## config.mk

```make
export PLATFORM = sky130hd
export DESIGN_NAME = keypad_scanner
export DESIGN_NICKNAME = d
export VERILOG_FILES = /design/src/rtl/keypad_pkg.sv /design/src/rtl/keypad_sync.sv /design/src/rtl/keypad_scanner.sv
export SDC_FILE = /design/constraint.sdc
export NUM_CORES = 1
export LEC_CHECK = 0
export ABC_AREA = 1
export BUFFER_PORTS_ARGS = -buffer_cell sky130_fd_sc_hd__buf_2
export CELL_PAD_IN_SITES_DETAIL_PLACEMENT = 2
export CELL_PAD_IN_SITES_GLOBAL_PLACEMENT = 2
export CORE_ASPECT_RATIO = 1.25
export CORE_MARGIN = 2
export CORE_UTILIZATION = 37
export CTS_CLUSTER_DIAMETER = 50
export DETAILED_ROUTE_END_ITERATION = 7
export PLACE_DENSITY = 0.88
export REMOVE_ABC_BUFFERS = 1
export SETUP_SLACK_MARGIN = 0.1
export SYNTH_ARGS = -nofsm -noshare
export SYNTH_HDL_FRONTEND = slang
export SYNTH_HIERARCHICAL = 1
export SYNTH_SLANG_ARGS = --single-unit
```

## constraint.sdc

```tcl
create_clock -name clk -period 6.5 [get_ports clk]
set_input_delay 0 -clock clk [delete_from_list [all_inputs] [get_ports clk]]
set_output_delay 0 -clock clk [all_outputs]
set_load 0.05 [all_outputs]
```

## src/rtl/keypad_pkg.sv

```systemverilog
// rtl/keypad_pkg.sv - shared state encoding, keypad constants and key map for keypad_scanner
package keypad_pkg;

    localparam int NUM_ROWS = 4;
    localparam int NUM_COLS = 3;
    localparam int NUM_KEYS = 12;
    localparam int KEY_STAR = 10;
    localparam int KEY_HASH = 11;

    typedef enum logic [2:0] {
        IDLE,
        CAND,
        ACCEPT1,
        ACCEPT2,
        HELD
    } scan_state_t;

    // Scan_data bit for the key at (row, col); bottom row holds '*', 0, '#'.
    function automatic logic [3:0] key_index(input logic [1:0] row, input logic [1:0] col);
        logic [3:0] idx;
        if (row == 2'd3) begin
            case (col)
                2'd0:    idx = 4'(KEY_STAR);
                2'd1:    idx = 4'd0;
                default: idx = 4'(KEY_HASH);
            endcase
        end else begin
            idx = 4'(row) * 4'd3 + 4'(col) + 4'd1;
        end
        return idx;
    endfunction

endpackage

```

## src/rtl/keypad_sync.sv

```systemverilog
// rtl/keypad_sync.sv - parameterized-width 2-flop synchronizer with async active-low reset
module keypad_sync #(
    parameter int WIDTH = 4
) (
    input  logic             clk,
    input  logic             rst,
    input  logic [WIDTH-1:0] d,
    output logic [WIDTH-1:0] q
);

    logic [WIDTH-1:0] meta;

    always_ff @(posedge clk or negedge rst) begin
        if (!rst) begin
            meta <= '0;
            q    <= '0;
        end else begin
            meta <= d;
            q    <= meta;
        end
    end

endmodule

```

## src/rtl/keypad_scanner.sv

```systemverilog
// rtl/keypad_scanner.sv - 4x3 keypad column scanner with debounce; KEYPAD_AUTOREPEAT_EN adds held-key auto-repeat
module keypad_scanner
    import keypad_pkg::*;
#(
    parameter int SCAN_DIV        = 1000,
    parameter int DEBOUNCE_FRAMES = 4,
    parameter int REPEAT_FRAMES   = 200
) (
    input  logic        clk,
    input  logic        rst,
    input  logic [3:0]  key_row,
    output logic [2:0]  key_col,
    output logic        valid,
    output logic [11:0] Scan_data
);

    localparam int DIV_W = $clog2(SCAN_DIV);
    localparam int DEB_W = $clog2(DEBOUNCE_FRAMES + 1);
    localparam logic [DIV_W-1:0] DIV_LAST = DIV_W'(SCAN_DIV - 1);
    localparam logic [DEB_W-1:0] DEB_MAX  = DEB_W'(DEBOUNCE_FRAMES);

    if (SCAN_DIV < 4 || DEBOUNCE_FRAMES < 1 || REPEAT_FRAMES < 1) begin : g_param_check
        $error("keypad_scanner: parameter out of range");
    end

    logic [3:0]       row_sync;
    logic [DIV_W-1:0] div_cnt;
    logic [1:0]       col_idx;
    logic [11:0]      frame_map;
    logic [11:0]      col_bits;
    logic [11:0]      frame_now;
    logic             sample;
    logic             frame_end;
    logic             frame_none;
    logic             frame_one;

    keypad_sync #(.WIDTH(NUM_ROWS)) u_row_sync (
        .clk (clk),
        .rst (rst),
        .d   (key_row),
        .q   (row_sync)
    );

    assign sample    = (div_cnt == DIV_LAST);
    assign frame_end = sample && (col_idx == 2'd2);
    assign key_col   = 3'b001 << col_idx;

    always_comb begin
        col_bits = '0;
        for (int r = 0; r < NUM_ROWS; r++) begin
            if (row_sync[r]) col_bits[key_index(2'(r), col_idx)] = 1'b1;
        end
    end

    // The column being sampled on the last dwell cycle is merged in here so
    // the frame decision sees all three columns without an extra cycle.
    assign frame_now  = frame_map | col_bits;
    assign frame_none = (frame_now == 12'd0);
    assign frame_one  = $onehot(frame_now);

    always_ff @(posedge clk or negedge rst) begin
        if (!rst) begin
            div_cnt   <= '0;
            col_idx   <= 2'd0;
            frame_map <= '0;
        end else if (sample) begin
            div_cnt   <= '0;
            col_idx   <= (col_idx == 2'd2) ? 2'd0 : col_idx + 2'd1;
            frame_map <= frame_end ? 12'd0 : frame_now;
        end else begin
            div_cnt   <= div_cnt + 1'b1;
        end
    end

    scan_state_t      state_q, state_d;
    logic [11:0]      code_q, code_d;
    logic [DEB_W-1:0] stable_q, stable_d;
    logic [DEB_W-1:0] rel_q, rel_d;
    logic [11:0]      scan_q, scan_d;
    logic             valid_q, valid_d;

`ifdef KEYPAD_AUTOREPEAT_EN
    localparam int REP_W = $clog2(REPEAT_FRAMES + 1);
    localparam logic [REP_W-1:0] REP_MAX = REP_W'(REPEAT_FRAMES);
    logic [REP_W-1:0] rep_q, rep_d;
`endif

    always_ff @(posedge clk or negedge rst) begin
        if (!rst) begin
            state_q  <= IDLE;
            code_q   <= '0;
            stable_q <= '0;
            rel_q    <= '0;
            scan_q   <= '0;
            valid_q  <= 1'b0;
`ifdef KEYPAD_AUTOREPEAT_EN
            rep_q    <= '0;
`endif
        end else begin
            state_q  <= state_d;
            code_q   <= code_d;
            stable_q <= stable_d;
            rel_q    <= rel_d;
            scan_q   <= scan_d;
            valid_q  <= valid_d;
`ifdef KEYPAD_AUTOREPEAT_EN
            rep_q    <= rep_d;
`endif
        end
    end

    always_comb begin
        state_d  = state_q;
        code_d   = code_q;
        stable_d = stable_q;
        rel_d    = rel_q;
        scan_d   = scan_q;
        valid_d  = 1'b0;
`ifdef KEYPAD_AUTOREPEAT_EN
        rep_d    = rep_q;
`endif
        case (state_q)
            IDLE: begin
                if (frame_end && frame_one) begin
                    code_d   = frame_now;
                    stable_d = DEB_W'(1);
                    state_d  = (DEBOUNCE_FRAMES == 1) ? ACCEPT1 : CAND;
                end
            end
            CAND: begin
                if (frame_end) begin
                    if (frame_one && frame_now == code_q) begin
                        if (stable_q != DEB_MAX) stable_d = stable_q + 1'b1;
                        if (stable_d == DEB_MAX) state_d = ACCEPT1;
                    end else if (frame_one) begin
                        code_d   = frame_now;
                        stable_d = DEB_W'(1);
                    end else begin
                        stable_d = '0;
                        state_d  = IDLE;
                    end
                end
            end
            // Code is published a cycle ahead of valid: downstream latches on valid's rising edge.
            ACCEPT1: begin
                scan_d  = code_q;
                state_d = ACCEPT2;
            end
            ACCEPT2: begin
                valid_d = 1'b1;
                rel_d   = '0;
                state_d = HELD;
`ifdef KEYPAD_AUTOREPEAT_EN
                rep_d   = '0;
`endif
            end
            HELD: begin
                if (frame_end) begin
                    if (frame_none) begin
                        if (rel_q != DEB_MAX) rel_d = rel_q + 1'b1;
                        if (rel_d == DEB_MAX) begin
                            rel_d    = '0;
                            stable_d = '0;
                            state_d  = IDLE;
                        end
                    end else begin
                        rel_d = '0;
                    end
`ifdef KEYPAD_AUTOREPEAT_EN
                    if (frame_one && frame_now == code_q) begin
                        if (rep_q != REP_MAX) rep_d = rep_q + 1'b1;
                        if (rep_d == REP_MAX) begin
                            rep_d   = '0;
                            state_d = ACCEPT1;
                        end
                    end else begin
                        rep_d = '0;
                    end
`endif
                end
            end
            default: state_d = IDLE;
        endcase
    end

    assign valid     = valid_q;
    assign Scan_data = scan_q;

endmodule

```

==> out/metrics.cfg, run 1 <==
[run_status]
status=finished, final reports clean

[critical_path]
cp_slowest_cell=fa_1
crit_type=flop to flop
worstPathRequired_ns=6.75
end_kind=flop
crit_top_cell=nand2_1
worstSetupStartpointType=flop
arrival_ns=6.28
slowest_delay_ns=0.57
critPathMaxFanout=23

[die]
start_util_pct=38.23
rows=40
fp.dieArea_um2=10860
pin_count=22
core_area_um2=9709
dieHeight_um=116.0
die_w_um=93.59

[sta]
finalCriticalPeriod_ns=6.028
max-slew-margin-rel_pct=42.48
finalCritPeriodShare_pct=92.74
max_slew.worst_pin.slew_ns=0.8629
maxSlewViolCount=0
max_freq_ghz=0.1659
skew_ns=0.007425
grt_setup_unrepaired=no
finalHoldViolations=0
setup_viol=0
tns_ns=0

[finish]
drive_gt1_share_pct=12.40
fin_cells=626
mostFrequentLayoutCells=120 x nand2_1, 66 x inv_1, 65 x dfrtp_1, 40 x nand3_1, 39 x nor2_1
final_nets=528
design_area_um2=4285
syn2layout_area_growth_pct=15.44
nFillCells=1114
final_common_cell=nand2_1
antennaDiodeCount=0

[drt]
vias_per_cell=5.249
drtIter0Drc=118
routed_wl_um=12340
dr.pass1.iters=4
dr_wl_met2_um=6541
highest_layer=met4
detail_route.wl_per_cell_um=19.70
wl_met3_um=333
vias=3286
drt-met1-wl_um=4964
drc=0
antenna_left=0

[grt]
grt_max_degree=67
grt_antenna_before_repair=0
grt_pass1_wl_um=20270
grt_util_all_layers_pct=24.91
first_global_vias=3855
grt-ovfl-total=0

[yosys]
syn-cell-area_um2=3712
synth_cell_types=31
synth_edf_count=0
yosysWarnings=6
ys.flop_type=dfrtp_1
seq_area_frac_synth_pct=44.49
synthArstFlopShare_pct=100.0
syn_inst=466
synth.avg_cell_area_um2=7.966
synth-seq-cells=66

[clocking]
htreeDepth=3
cts_sinks=66
cts_root_buf=clkbuf_16
postCtsSetupBuffers=0
path_clk_slew_ns=0.06
clock_latency_ns=0.35
cts_tree=yes
cts_buffers=9
clockBufferDepth=2

[placement]
portBuffers=21
placed_area_um2=3941
place.gp.congestion=0.7938
hpwlAfterDp_um=8229
dp.cells=607

[job]
drv_cap=0

[pwr]
ir_drop_v=0.0001696
leakagePower_nw=2.161
finalPower_uw=964.5
power_density_nw_per_um2=225.1

[worst_hold_path]
worstHoldPathType=primary input to flop

==> cell usage after synthesis (all sizes together), types with 2 or more instances <==
cell type / number / area (µm²)
a211oi: 2 / 15.01
a21oi: 8 / 47.55
buf: 2 / 22.52
clkbuf: 5 / 18.77
dfrtp: 66 / 1652
fa: 7 / 140.1
ha: 18 / 225.2
inv: 75 / 281.5
nand2: 123 / 474.2
nand3: 43 / 237.7
nand4: 8 / 50.05
nor2: 44 / 182.7
nor3: 7 / 40.04
o21ai: 45 / 225.2
o22ai: 5 / 31.28
xor2: 3 / 26.28
==> area by class of cell <==
cell class | count | area [µm²] | share of cell area [%]
clock inverters | 3 | 40.04 | 0.9343
inverters | 75 | 281.5 | 6.569
flip-flops and latches | 66 | 1653 | 38.57
multi-input cells | 318 | 1738 | 40.55
well taps | 126 | 157.7 | 3.679
repair buffers | 27 | 162.7 | 3.796
clock buffers | 11 | 252.7 | 5.898
==> metrics by stage <==
step                setup WS, ns  hold WS [ns]  utilization, %
finish                    0.4721        0.2992           44.14
global route              0.1517        0.3092           44.14
CTS                       0.4313        0.2933           44.12
detailed placement        0.8235        0.1101           40.59
global placement           1.157        0.1087           40.59
floorplan                  1.239       -0.2956               -
==> where the power goes <==
| part | internal (mW) | switching (mW) |
|---|---|---|
| clock | 0.312 | 0.188 |
| combinational | 0.0148 | 0.0334 |
| sequential | 0.414 | 0.00255 |
==> routing by layer <==
| metal | GRT usage [%] | vias to the layer above |
|---|---|---|
| li1 | - | 1543 |
| met1 | 27.37 | 1668 |
| met2 | 45.61 | 48 |
| met3 | 5.722 | 27 |
| met4 | 11.21 | 0 |
| met5 | 0 | - |
==> cells by family after synthesis <==
family                     share of synthesized area, %
buffers and inverters                             8.696
DFF                                               44.49
xor gates and xnor gates                         0.9439
adders and majority gates                         9.842
AOI/OAI and AO/OA                                 8.999
and+or+nand+nor                                   27.03
==> final timing paths <==
path,cells after the start,startpoint,slack [ns],endpoint
min,2,key_row[3],0.30,u_row_sync/meta[3]
max in group asynchronous,3,rst,5.51,col_idx[0]
min in group asynchronous,3,rst,0.40,u_row_sync/q[3]
max reg2reg,27,col_idx[0],0.47,code_q[9]
min reg2reg,0,u_row_sync/meta[3],0.35,u_row_sync/q[3]
max,27,col_idx[0],0.47,code_q[9]
==> what timing repair did <==
item,in CTS,in global routing
hold endpoints to repair,70,0
resized for setup,0,1
endpoints found under the setup margin,0,4
hold buffers,5,0
==> critical path, delay by kind of cell (launching register included) <==
kind | cells | cell delay, ns
fa+ha+maj | 7 | 3.00
simple gates | 15 | 1.87
flops | 1 | 0.47
buf+inv | 4 | 0.43
compound gates | 1 | 0.13
==> registers in the layout (all words and copies together) (netlist names) <==
signal           cells
rel_q                3
stable_q             3
code_q              12
u_row_sync/q         4
u_row_sync/meta      4
Scan_data           12
col_idx              2
frame_map           12
state_q              3
div_cnt             10
valid                1
No activity file was read; power rests on OpenSTA's default activity.
==> inputs of run 2 (changes only) <==
--- a/config.mk
+++ b/config.mk
@@ -10,11 +10,11 @@
 export CELL_PAD_IN_SITES_DETAIL_PLACEMENT = 2
 export CELL_PAD_IN_SITES_GLOBAL_PLACEMENT = 2
 export CORE_ASPECT_RATIO = 1.25
-export CORE_MARGIN = 2
 export CORE_UTILIZATION = 37
 export CTS_CLUSTER_DIAMETER = 50
 export DETAILED_ROUTE_END_ITERATION = 7
 export PLACE_DENSITY = 0.88
+export RECOVER_POWER = 100
 export REMOVE_ABC_BUFFERS = 1
 export SETUP_SLACK_MARGIN = 0.1
 export SYNTH_ARGS = -nofsm -noshare
==> run 2 against run 1 <==
- the run now ends with max-capacitance violations, max-slew violations left
- worst hold slack better by 0.0036 ns
- register-to-register slack improved by 0.03 ns
- final area shrank 0.55%
- wire length shrank 0.19%
- global-route usage up 1.3 points
- non-clock buffer count did not move
- via count about the same
- cell count grew 0.16%
- sequential share of layout area up 0.22 points
- critical path type unchanged
==> out/metrics.cfg, run 2 (same netlist as run 1, synthesis figures left out) <==
[clocking]
cts_buffers=9
path_clk_slew_ns=0.05
postCtsSetupBuffers=0
cts_sinks=66
clockBufferDepth=2
clock_latency_ns=0.34
cts_tree=yes
cts_root_buf=clkbuf_16
htreeDepth=3

[sta]
max-slew-margin-rel_pct=-146.5
max_freq_ghz=0.1668
maxSlewViolCount=67
finalCritPeriodShare_pct=92.21
tns_ns=0
skew_ns=0.006508
finalCriticalPeriod_ns=5.994
grt_setup_unrepaired=no
hold_ws_ns=0.3028
max_slew.worst_pin.slew_ns=3.697
finalHoldViolations=0
setup_viol=0

[critical_path]
cp_slowest_cell=fa_1
crit_type=flop to flop
arrival_ns=6.27
path_cells=inv_1 > ha_1 > inv_1 > nand4_1 > nand3_1 > inv_1 > fa_1 > fa_1 > fa_1 > inv_1 > fa_1 > ha_1 > inv_1 > fa_1 > nand2_1 > nor2_1 > nand3_1 > nor2_1 > o21ai_0 > inv_1 > nand2_1 > nor2_1 > nand3_1 > nand2_1
slowest_delay_ns=0.59
crit_top_cell=inv_1
critPathMaxFanout=6
worstSetupStartpointType=flop
end_kind=flop
worstPathRequired_ns=6.78
path_delay_family=adder cells
cp.buffers_inverters=6

[grt]
grt-ovfl-total=0
grt_pass1_wl_um=20570
grt_util_all_layers_pct=26.25
grt_antenna_before_repair=0
grt_max_degree=67
first_global_vias=3791

[drt]
detail_route.wl_per_cell_um=19.63
dr.pass1.iters=4
routed_wl_um=12310
vias_per_cell=5.244
drc=0
antenna_left=0
vias=3288
drtIter0Drc=120

[finish]
design_area_um2=4262
syn2layout_area_growth_pct=14.80
drive_gt1_share_pct=8.184
final_nets=528
final_common_cell=nand2_1
nFillCells=1115
antennaDiodeCount=0
final_core_util_pct=44.12
mostFrequentLayoutCells=120 x nand2_1, 68 x inv_1, 65 x dfrtp_1, 40 x nor2_1, 40 x nand3_1

[pwr]
power_density_nw_per_um2=222.5
pwr-share-seq_pct=43.9
combPwrFrac_pct=5.0
clock_power_share_pct=51.0
leakagePower_nw=2.091
p_sw_share_pct=22.78
internal_power_uw=732.1
power_switching_uw=216.0
ir_drop_v=0.0001012

[run_status]
status=finished with violations
violations=max-capacitance violations, max-slew violations

[placement]
place.gp.congestion=0.8244
hpwlAfterDp_um=8107
placed_area_um2=3941
portBuffers=21

[die]
core_area_um2=9659
die_w_um=91.59
start_util_pct=38.43
pin_count=22
rows=40
fp.dieArea_um2=10440
dieHeight_um=114.0

[job]
drv_cap=1

[worst_hold_path]
worstHoldPathType=primary input to flop

## run 2: final timing paths
path / from / to / slack (ns) / depth (start not counted)
setup / recovery: col_idx[1] / stable_q[0] / 0.51 / 24
hold / removal: key_row[2] / u_row_sync/meta[2] / 0.30 / 2
setup reg to reg: col_idx[1] / stable_q[0] / 0.51 / 24
hold reg to reg: u_row_sync/meta[1] / u_row_sync/q[1] / 0.35 / 0
max in group asynchronous: rst / col_idx[0] / 2.59 / 3
min in group asynchronous: rst / u_row_sync/q[3] / 1.58 / 3
## run 2: worst reg2reg max path: cells and delay by family, from the launching register on
kind                       cells  cell delay [ns]
and+or+nand+nor               10             1.66
buffers and inverters          6             0.61
adders and majority gates      7             3.06
DFF                            1             0.47
AOI/OAI and AO/OA              1             0.15
## run 2: per-stage QoR
stage,setup WS (ns),instances,total power [mW]
final,0.5062,627,0.9481
after global placement,1.038,607,0.4624
after CTS,0.3603,627,0.9609
after global routing,0.08181,627,0.9795
after floorplan,1.239,459,0.4449
after detailed placement,0.7529,607,0.4658
## run 2: metal layers
metal | global-route usage, % | part of all wire [%]
met1 | 29.71 | 41
met2 | 47.62 | 53
met3 | 4.800 | 2.4
met4 | 12.28 | 3.0
met5 | 0 | 0
## run 2: layout make-up
cell class / count / area, µm² / area share, %
Multi-Input combinational cell: 318 / 1744 / 40.93
Sequential cell: 66 / 1653 / 38.78
Inverter: 75 / 281.5 / 6.606
Clock buffer: 12 / 246.5 / 5.784
Tap cell: 126 / 157.7 / 3.699
Timing Repair Buffer: 27 / 138.9 / 3.259
Clock inverter: 3 / 40.04 / 0.9395
## run 2: power by group through the flow
stage                     clock (mW)  sequential [mW]  combinational (mW)
after global routing           0.509            0.417              0.0541
after CTS                      0.496            0.416              0.0486
final                          0.484            0.417              0.0478
after floorplan                    0            0.423              0.0224
after detailed placement           0            0.423              0.0424
after global placement             0            0.423              0.0392
## run 2: repair_timing
| item | in CTS | in global routing |
|---|---|---|
| hold endpoints to repair | 70 | 0 |
| setup endpoints to repair | 0 | 12 |
| gates resized for setup | 0 | 3 |
| hold buffers | 5 | 0 |
